### src/rtl/sr_latch_monitor_if.sv
// Observation bus between an SR latch and its monitor.
// The driver side (stimulus plus the latch under test) owns s/r/q/qbar;
// the monitor only samples them.
interface sr_latch_monitor_if;
  logic s;
  logic r;
  logic q;
  logic qbar;

  modport master (output s, output r, output q, output qbar);
  modport slave  (input  s, input  r, input  q, input  qbar);
endinterface

### src/rtl/sr_latch_monitor.sv
// sr_latch_monitor: clocked checker for a NOR-type SR latch.
// It samples S/R/Q/Qbar every clock and tracks the expected latch state.
// It waits out a settle window after every S/R change, then flags value
// mismatches (01), complement violations (10) and bad forbidden-state
// outputs (11). Errors go into a saturating counter, and any sampled
// S=R=1 sets a sticky flag.
// Optional feature macro: SRMON_FORBID_CHECK_EN. When it is defined, the
// FORBID state requires q=qbar=0. When it is not defined, FORBID checks
// nothing.
module sr_latch_monitor #(
  parameter int unsigned SETTLE_CYCLES = 2,
  parameter int unsigned CNT_W         = 8
) (
  input  logic                 clk,
  input  logic                 rst,
  sr_latch_monitor_if.slave    lat,
  input  logic                 clear,
  output logic                 exp_q,
  output logic                 exp_valid,
  output logic                 err,
  output logic [1:0]           err_code,
  output logic [CNT_W-1:0]     err_count,
  output logic                 invalid_seen
);

  typedef enum logic [1:0] {
    ST_UNK    = 2'd0,
    ST_SETTLE = 2'd1,
    ST_CHECK  = 2'd2,
    ST_FORBID = 2'd3
  } state_t;

  localparam logic [3:0]       SETTLE_LOAD = 4'(SETTLE_CYCLES);
  localparam logic [CNT_W-1:0] CNT_MAX     = '1;
  localparam logic [1:0]       CODE_VALUE  = 2'b01;
  localparam logic [1:0]       CODE_COMPL  = 2'b10;
  localparam logic [1:0]       CODE_FORBID = 2'b11;

  state_t           state_q, state_d;
  state_t           target_q, target_d;
  logic [3:0]       cnt_q, cnt_d;
  logic [1:0]       prev_sr_q, prev_sr_d;
  logic             exp_q_q, exp_q_d;
  logic             exp_valid_q, exp_valid_d;
  logic             err_q, err_d;
  logic [1:0]       err_code_q, err_code_d;
  logic [CNT_W-1:0] err_count_q, err_count_d;
  logic             invalid_seen_q, invalid_seen_d;

  logic [1:0]       sr;
  logic             change;
  logic             hit;
  logic [1:0]       hit_code;
  state_t           new_target;

  // Next-state logic: expectation tracking, settle window, checks and error bookkeeping
  always_comb begin
    sr             = {lat.s, lat.r};
    change         = (sr != prev_sr_q);
    hit            = 1'b0;
    hit_code       = 2'b00;
    new_target     = ST_UNK;
    state_d        = state_q;
    target_d       = target_q;
    cnt_d          = cnt_q;
    prev_sr_d      = sr;
    exp_q_d        = exp_q_q;
    exp_valid_d    = exp_valid_q;
    err_d          = 1'b0;
    err_code_d     = err_code_q;
    err_count_d    = err_count_q;
    invalid_seen_d = invalid_seen_q | (sr == 2'b11);

    if (change) begin
      case (sr)
        2'b10: begin
          exp_q_d     = 1'b1;
          exp_valid_d = 1'b1;
          new_target  = ST_CHECK;
        end
        2'b01: begin
          exp_q_d     = 1'b0;
          exp_valid_d = 1'b1;
          new_target  = ST_CHECK;
        end
        2'b11: begin
          exp_valid_d = 1'b0;
          new_target  = ST_FORBID;
        end
        default: begin
          // Leaving S=R=1 for hold is a release race: the final state is unknown
          if (prev_sr_q == 2'b11) begin
            exp_valid_d = 1'b0;
            new_target  = ST_UNK;
          end else begin
            new_target  = exp_valid_q ? ST_CHECK : ST_UNK;
          end
        end
      endcase
      target_d = new_target;
      if (SETTLE_CYCLES == 0) begin
        state_d = new_target;
      end else begin
        state_d = ST_SETTLE;
        cnt_d   = SETTLE_LOAD;
      end
    end else begin
      case (state_q)
        ST_SETTLE: begin
          if (cnt_q <= 4'd1) begin
            state_d = target_q;
            cnt_d   = 4'd0;
          end else begin
            cnt_d   = cnt_q - 4'd1;
          end
        end
        ST_CHECK: begin
          if (lat.q == lat.qbar) begin
            hit      = 1'b1;
            hit_code = CODE_COMPL;
          end else if (lat.q != exp_q_q) begin
            hit      = 1'b1;
            hit_code = CODE_VALUE;
          end
        end
`ifdef SRMON_FORBID_CHECK_EN
        ST_FORBID: begin
          if (lat.q || lat.qbar) begin
            hit      = 1'b1;
            hit_code = CODE_FORBID;
          end
        end
`endif
        default: ;
      endcase
    end

    if (hit) begin
      err_d      = 1'b1;
      err_code_d = hit_code;
      if (err_count_q != CNT_MAX) begin
        err_count_d = err_count_q + CNT_W'(1);
      end
    end

    // Clear wins over a same-cycle increment, but a fresh S=R=1 sample still registers
    if (clear) begin
      err_count_d    = '0;
      invalid_seen_d = (sr == 2'b11);
    end
  end

  // State and output registers, cleared immediately on reset
  always_ff @(posedge clk or posedge rst) begin
    if (rst) begin
      state_q        <= ST_UNK;
      target_q       <= ST_UNK;
      cnt_q          <= 4'd0;
      prev_sr_q      <= 2'b00;
      exp_q_q        <= 1'b0;
      exp_valid_q    <= 1'b0;
      err_q          <= 1'b0;
      err_code_q     <= 2'b00;
      err_count_q    <= '0;
      invalid_seen_q <= 1'b0;
    end else begin
      state_q        <= state_d;
      target_q       <= target_d;
      cnt_q          <= cnt_d;
      prev_sr_q      <= prev_sr_d;
      exp_q_q        <= exp_q_d;
      exp_valid_q    <= exp_valid_d;
      err_q          <= err_d;
      err_code_q     <= err_code_d;
      err_count_q    <= err_count_d;
      invalid_seen_q <= invalid_seen_d;
    end
  end

  assign exp_q        = exp_q_q;
  assign exp_valid    = exp_valid_q;
  assign err          = err_q;
  assign err_code     = err_code_q;
  assign err_count    = err_count_q;
  assign invalid_seen = invalid_seen_q;

endmodule

### src/flat_wrapper.sv
// flat-port wrapper written by rule: the top's interface ports become plain ports
module sr_latch_monitor_flat 
#(
  parameter int unsigned SETTLE_CYCLES = 2,
  parameter int unsigned CNT_W         = 8
)
  (clk, rst, clear, exp_q, exp_valid, err, err_code, err_count, invalid_seen, lat_s, lat_r, lat_q, lat_qbar);
  sr_latch_monitor_if lat_i ();
  input  logic clk;
  input  logic rst;
  input  logic clear;
  output logic exp_q;
  output logic exp_valid;
  output logic err;
  output logic [1:0] err_code;
  output logic [CNT_W-1:0] err_count;
  output logic invalid_seen;
  input wire logic [$bits(lat_i.s)-1:0] lat_s;
  input wire logic [$bits(lat_i.r)-1:0] lat_r;
  input wire logic [$bits(lat_i.q)-1:0] lat_q;
  input wire logic [$bits(lat_i.qbar)-1:0] lat_qbar;
  assign lat_i.s = lat_s;
  assign lat_i.r = lat_r;
  assign lat_i.q = lat_q;
  assign lat_i.qbar = lat_qbar;
  sr_latch_monitor #(.SETTLE_CYCLES(SETTLE_CYCLES), .CNT_W(CNT_W)) u_core (.clk(clk), .rst(rst), .lat(lat_i), .clear(clear), .exp_q(exp_q), .exp_valid(exp_valid), .err(err), .err_code(err_code), .err_count(err_count), .invalid_seen(invalid_seen));
endmodule
### config.mk
export PLATFORM = sky130hd
export DESIGN_NAME = sr_latch_monitor_flat
export DESIGN_NICKNAME = d
export VERILOG_FILES = /design/src/rtl/sr_latch_monitor_if.sv /design/src/rtl/sr_latch_monitor.sv /design/src/flat_wrapper.sv
export SDC_FILE = /design/constraint.sdc
export NUM_CORES = 1
export LEC_CHECK = 0
export CELL_PAD_IN_SITES_DETAIL_PLACEMENT = 0
export CELL_PAD_IN_SITES_GLOBAL_PLACEMENT = 1
export CORE_ASPECT_RATIO = 0.75
export CORE_UTILIZATION = 41
export DETAILED_ROUTE_END_ITERATION = 12
export GPL_TIMING_DRIVEN = 1
export PLACE_DENSITY_LB_ADDON = 0.12
export REMOVE_ABC_BUFFERS = 1
export SYNTH_ARGS = -nofsm -noshare
export SYNTH_HDL_FRONTEND = slang
export SYNTH_SLANG_ARGS = --single-unit
### constraint.sdc
create_clock -name clk -period 2.1 [get_ports clk]
set_input_delay 0.525 -clock clk [delete_from_list [all_inputs] [get_ports clk]]
set_output_delay 0.525 -clock clk [all_outputs]
set_load 0.02 [all_outputs]
## Word-level counts from Yosys, hierarchy flattened

Index checks and enable logic that the tools add are counted.

| word-level totals | value |
|---|---|
| register bits after elaboration | 24 |
| input port bits | 7 |
| output and inout port bits | 14 |
| logic and storage cells | 60 |

| cells by class | value |
|---|---|
| $add $sub $neg | 2 |
| magnitude comparators | 1 |
| equal/unequal tests | 10 |
| mux-type cells | 25 |
| bitwise operators | 1 |
| reductions and logical operators | 11 |

Operators by type and width:

| cell | number |
|---|---|
| two-way mux 8 bit | 3 |
| two-way mux 2 bit | 8 |
| two-way mux 4 bit | 3 |
| nonzero test 2 bit | 5 |
| adder 8 x 1 -> 8 bit, second input constant | 1 |
| equality test 2 bit, second input constant | 4 |
| two-way mux 1 bit | 8 |
| inequality test 8 bit, second input constant | 1 |
| AND reduction 2 bit | 4 |
| equality test 2 x 1 -> 1 bit, second input constant | 2 |
| <= comparator 4 x 1 -> 1 bit, second input constant | 1 |
| one-hot mux 1 bit (2 select lines) | 2 |
| one-hot mux 2 bit (2 select lines) | 1 |
| subtractor 4 x 1 -> 4 bit, second input constant | 1 |
| nonzero test 3 bit | 1 |
| inequality test 2 bit | 1 |
| OR reduction 2 bit | 1 |
| equality test 1 bit | 1 |
| inequality test 1 bit | 1 |
| OR 1 bit | 1 |

## Depth between registers and ports, before layout

Gate-level depths: netlist of run 1.

| depth | value |
|---|---|
| depth after elaboration | 7 |
| depth in mapped cells | 6 |
| mapped depth without buffers | 6 |

## Worst setup path after synthesis of run 1

OpenSTA, ideal clock, no wires.

| timing path | value |
|---|---|
| kind | register to register |
| from | register u_core.err_count_q[0], in the netlist u_core.err_count[0] |
| to | register u_core.err_count_q[3], in the netlist u_core.err_count[3] |
| library setup time | 0.128 ns |
| data arrival time | 1.616 ns |
| data required time | 1.972 ns |
| slack | 0.356 ns |
| stages on the path, launching flop included | 6 |
| path buffers | 0 |
| period minus slack after synthesis | 1.744 ns |
| cell sequence | dfrtp_1 -> ha_1 -> nand3_1 -> nor3_2 -> nor4_1 -> mux2_1 |

| on the way | value |
|---|---|
| longest elaborated chain between the ends | 4 |
| elaborated cells on any way between the ends | 7 |
| classes of those cells | 1 x add/sub; 1 x eq/ne; 3 x mux; 2 x reduce/logical |

RTL lines:

| what | RTL line | text |
|---|---|---|
| start: declaration | sr_latch_monitor.sv:47 | `logic [CNT_W-1:0] err_count_q, err_count_d;` |
| start signal: assignment | sr_latch_monitor.sv:175 | `err_count_q <= err_count_d;` |
| adder 8 x 1 -> 8 bit | sr_latch_monitor.sv:142 | `err_count_d = err_count_q + CNT_W'(1);` |
| two-way mux 8 bit | sr_latch_monitor.sv:141 | `if (err_count_q != CNT_MAX) begin` |
| two-way mux 8 bit | sr_latch_monitor.sv:138 | `if (hit) begin` |
| two-way mux 8 bit | sr_latch_monitor.sv:147 | `if (clear) begin` |

Several ways; a longest one is shown, not always the timed one. The select of a mux whose other input is x is not followed.
A chain may end at the register's enable or synchronous reset.

## Worst setup path in the final report of run 1

| timing path | value |
|---|---|
| from | input lat_s |
| to | register u_core.err_count_q[3], in the netlist u_core.err_count[3] |

| on the way | value |
|---|---|
| longest elaborated chain between the ends | 4 |

RTL lines:

| what | RTL line | text |
|---|---|---|
| start: declaration | flat_wrapper.sv:18 | `input wire logic [$bits(lat_i.s)-1:0] lat_s;` |
| inequality test 2 bit | sr_latch_monitor.sv:59 | `change = (sr != prev_sr_q);` |
| two-way mux 1 bit | sr_latch_monitor.sv:74 | `if (change) begin` |
| nonzero test 2 bit (no line) | - |  |
| AND reduction 2 bit (no line) | - |  |

Every way passes these cells.

==> run summary, run 1 <==
FLOW RUN
--------------------------------------------------------------------------------------
Maxcap violations .......................................................            0

GLOBAL ROUTE
--------------------------------------------------------------------------------------
GRT overflow ............................................................            0
Number of global-route vias before repair ...............................          985
Largest net degree at the start of global routing .......................           25
Met1 Usage GRT ..........................................................        23.1%
Routing usage on met3 ...................................................        6.14%
Met2 Usage GRT ..........................................................        27.0%
First-pass GRT wire length ..............................................      4.46 mm
GRT Max-Usage Layer .....................................................         met2
Overall track demand over capacity in global routing ....................        17.4%
Antenna violations before repair ........................................            0

HOLD PATH
--------------------------------------------------------------------------------------
Path type of the worst min-delay path ...................................      reg2reg

DIE
--------------------------------------------------------------------------------------
# IOs ...................................................................           21
DIE HEIGHT ..............................................................      51.7 um
Horizontal extent of the die ............................................      68.3 um
Die area ................................................................     3530 um2
Row count ...............................................................           17
Core footprint ..........................................................     3040 um2
Initial cell density of the core ........................................        44.5%

YOSYS
--------------------------------------------------------------------------------------
Yosys top cell area share ...............................................        44.4%
Post-synthesis cell type with the largest combined area ................. sky130_fd_sc_hd__dfrtp_1
Main synth FF type ...................................................... sky130_fd_sc_hd__dfrtp_1
Post-Syn Area ...........................................................     1350 um2
Synth Area per Inst .....................................................     10.4 um2
Seq cells post-synth ....................................................           24
Number of instances in the synthesized netlist ..........................          130
Number of distinct library cells after synthesis ........................           48
Post-synth EDFFs ........................................................            0
Sequential fraction of the synthesis area ...............................        44.4%
Most repeated cell in the gate-level netlist after synthesis ............ sky130_fd_sc_hd__dfrtp_1
Most frequent cells after synthesis ..................................... 24 x sky130_fd_sc_hd__dfrtp_1, 13 x sky130_fd_sc_hd__nor2_1, 7 x sky130_fd_sc_hd__inv_1, 7 x sky130_fd_sc_hd__nand2_1
Share of synthesized registers carrying an async set or reset ...........         100%
Area contributors post-synth ............................................ sky130_fd_sc_hd__dfrtp_1 44%, sky130_fd_sc_hd__ha_1 5.6%, sky130_fd_sc_hd__nor2_1 3.6%
Number of warnings reported in the yosys synthesis log ..................            0

CTS
--------------------------------------------------------------------------------------
# H-tree levels .........................................................            1
Post-CTS Setup Inserts ..................................................            0
Clock Latency Late Sink .................................................       260 ps
Buffer cell driving the clock tree root ................................. sky130_fd_sc_hd__clkbuf_8
# resized after CTS .....................................................            0
Total of hold buffers inserted after clock tree synthesis ...............            0
Maximum clock insertion buffer count ....................................            2
Clock slew at the register clock pins of the worst setup and hold paths .        80 ps
Clk sinks ...............................................................           24
Number of buffers created by CTS ........................................            3
Clock tree from TritonCTS ...............................................          yes

LAYOUT
--------------------------------------------------------------------------------------
Antenna cell count ......................................................            0
NumNets Final ...........................................................          177
Layout filler cell count ................................................          265
Share of the core filled with cells .....................................        56.4%
Share of cells above drive strength 1 ...................................        19.8%
P&R area growth vs syn ..................................................        26.9%

TIMING
--------------------------------------------------------------------------------------
Final worst path period need ............................................      1920 ps
Achievable frequency ....................................................      521 MHz
Slack of the critical path ..............................................       182 ps
Clk_skew ................................................................      5.49 ps
Worst relative slew slack ...............................................        64.3%
Setup repair after global routing missed its margin .....................        false
Worst-margin pin slew ...................................................       533 ps
Final critical-path share of the clock period ...........................        91.3%
Final setup vio count ...................................................            0
Final hold violation count ..............................................            0
Max Transition Viols Final ..............................................            0

POWER AND IR DROP
--------------------------------------------------------------------------------------
Internal Pwr Total ......................................................       720 uW
Sw power ................................................................       280 uW
Areal power density over the cells ......................................   582 nW/um2
Clk network pwr share ...................................................        26.9%
Switching part of the total power .......................................        28.0%
Gate power share ........................................................        21.4%
Leakage Power ...........................................................  0.000753 uW
Peak supply drop ........................................................     0.260 mV
Fraction of power consumed by sequential logic ..........................        51.7%

PLACED DESIGN
--------------------------------------------------------------------------------------
Buffers on Ports ........................................................           20
Placed wire-length estimate .............................................      2.02 mm
Routability cong. .......................................................        0.734
Post-placement worst setup slack ........................................      -110 ps

WORST SETUP PATH
--------------------------------------------------------------------------------------
Max Fanout on Critical Path .............................................            7
Worst setup EP type .....................................................     register
Arr. time, crit path ....................................................      2070 ps
Crit path required time .................................................      2250 ps
Type of the setup path with the least slack .............................       in2reg
CP Launch Type .......................................................... primary input

ROUTE
--------------------------------------------------------------------------------------
Number of detailed-routing iterations run before antenna repair .........            4
Routed WL per cell ......................................................      13.6 um
Drt initial violations ..................................................           42
Via count ...............................................................         1073
Remaining antenna violation count after routing .........................            0
Mean number of vias per cell ............................................         5.37
DRC viols ...............................................................            0
Total wire length after detailed routing ................................      2.71 mm

OUTCOME
--------------------------------------------------------------------------------------
Run status .............................................................. finished clean

-- final timing paths --
path,cells past startpoint,to,slack (ps),startpoint
max,5,u_core.err_count[3],180,lat_s
min,1,u_core.invalid_seen,500,u_core.invalid_seen
max reg2reg,5,u_core.err_count[5],240,u_core.err_count[0]
min reg2reg,1,u_core.invalid_seen,500,u_core.invalid_seen
max in group asynchronous,3,u_core.target_q[0],1240,rst
min in group asynchronous,3,u_core.cnt_q[2],600,rst
-- routing by layer --
| metal | routed length (um) | vias up |
|---|---|---|
| li1 | - | 537 |
| met1 | 1270 | 504 |
| met2 | 1240 | 28 |
| met3 | 176 | 4 |
| met4 | 23 | 0 |
| met5 | 0 | - |
-- worst max-delay path: stages --
cell and delay [ps]:
sky130_fd_sc_hd__clkdlybuf4s50_1 450, sky130_fd_sc_hd__xnor2_2 250, sky130_fd_sc_hd__nand3_4 170, sky130_fd_sc_hd__nor4_1 320
sky130_fd_sc_hd__mux2_1 350
-- state kept, by name (all words and copies together), names as in the netlist --
register / flops
u_core.invalid_seen: 1
u_core.err: 1
u_core.err_code: 2
u_core.exp_valid: 1
u_core.target_q: 2
u_core.err_count: 8
u_core.exp_q: 1
u_core.state_q: 2
u_core.prev_sr_q: 2
u_core.cnt_q: 4
-- through the flow --
stage | instance area [um2] | hold WS [ps] | TNS (ps) | total power (uW) | std cells
floorplan | 1350 | 477 | 0 | 654 | 128
global placement | 1680 | 464 | -172 | 734 | 197
detailed placement | 1680 | 484 | -428 | 741 | 197
CTS | 1720 | 503 | 0 | 1020 | 200
global route | 1720 | 550 | 0 | 1070 | 200
finish | 1720 | 499 | 0 | 999 | 200
-- logic make-up after synthesis --
| family | after synthesis | share of synthesized area, % |
|---|---|---|
| simple gates | 62 | 28.1 |
| buf+inv | 9 | 2.50 |
| mux | 7 | 6.01 |
| compound gates | 20 | 11.0 |
| flops | 24 | 44.4 |
| xor+xnor | 2 | 2.41 |
| fa+ha+maj | 6 | 5.55 |
-- power by group through the flow --
stage | Combinational [uW] | Sequential [uW] | Clock [uW]
final | 214 | 517 | 268
after floorplan | 123 | 530 | 0
after CTS | 216 | 517 | 284
after global placement | 209 | 525 | 0
after detailed placement | 215 | 526 | 0
after global routing | 238 | 523 | 304
-- layout make-up --
cell class | count | area (um2) | area share, %
Clock buffer | 3 | 41.3 | 2.41
Inverter | 7 | 26.3 | 1.53
Multi-Input combinational cell | 97 | 718 | 41.8
Sequential cell | 24 | 601 | 35.0
Tap cell | 38 | 47.5 | 2.77
Timing Repair Buffer | 31 | 283 | 16.5
-- cells in the final DEF (no fill, tap or decap), drive strengths merged --
master | synthesis | final
nor4 | 4 | 4
a21oi | 5 | 5
inv | 7 | 7
or3b | 1 | 1
and2 | 1 | 1
and4 | 1 | 1
o21ai | 3 | 3
and3 | 2 | 2
nor2b | 5 | 5
nor4b | 1 | 1
o211a | 1 | 1
mux2i | 1 | 1
nand2 | 8 | 8
dfrtp | 24 | 24
buf | 1 | 11
clkbuf | 1 | 3
a211o | 1 | 1
nor3b | 1 | 1
nand3b | 1 | 1
nor3 | 5 | 5
or3 | 4 | 4
a21o | 2 | 2
a311oi | 1 | 1
nand3 | 7 | 7
a31oi | 3 | 3
mux2 | 6 | 6
nor2 | 13 | 13
xnor2 | 2 | 2
or4 | 2 | 2
a211oi | 1 | 1
and4b | 1 | 1
nand4 | 1 | 1
nand2b | 3 | 3
o2111ai | 1 | 1
ha | 6 | 6
a22o | 1 | 1
clkdlybuf4s50 | 0 | 20
and2b | 1 | 1
o31ai | 1 | 1
(Power assumes the default switching activity.)
==> run 2, diff against run 1 <==
--- a/config.mk
+++ b/config.mk
@@ -9,10 +9,12 @@
 export CELL_PAD_IN_SITES_GLOBAL_PLACEMENT = 1
 export CORE_ASPECT_RATIO = 0.75
 export CORE_UTILIZATION = 41
+export CTS_CLUSTER_DIAMETER = 150
 export DETAILED_ROUTE_END_ITERATION = 12
 export GPL_TIMING_DRIVEN = 1
 export PLACE_DENSITY_LB_ADDON = 0.12
 export REMOVE_ABC_BUFFERS = 1
+export SLEW_MARGIN = 40
 export SYNTH_ARGS = -nofsm -noshare
 export SYNTH_HDL_FRONTEND = slang
 export SYNTH_SLANG_ARGS = --single-unit
==> results of run 2 <==
Final layout, timing and power as in run 1 (identical DEF).
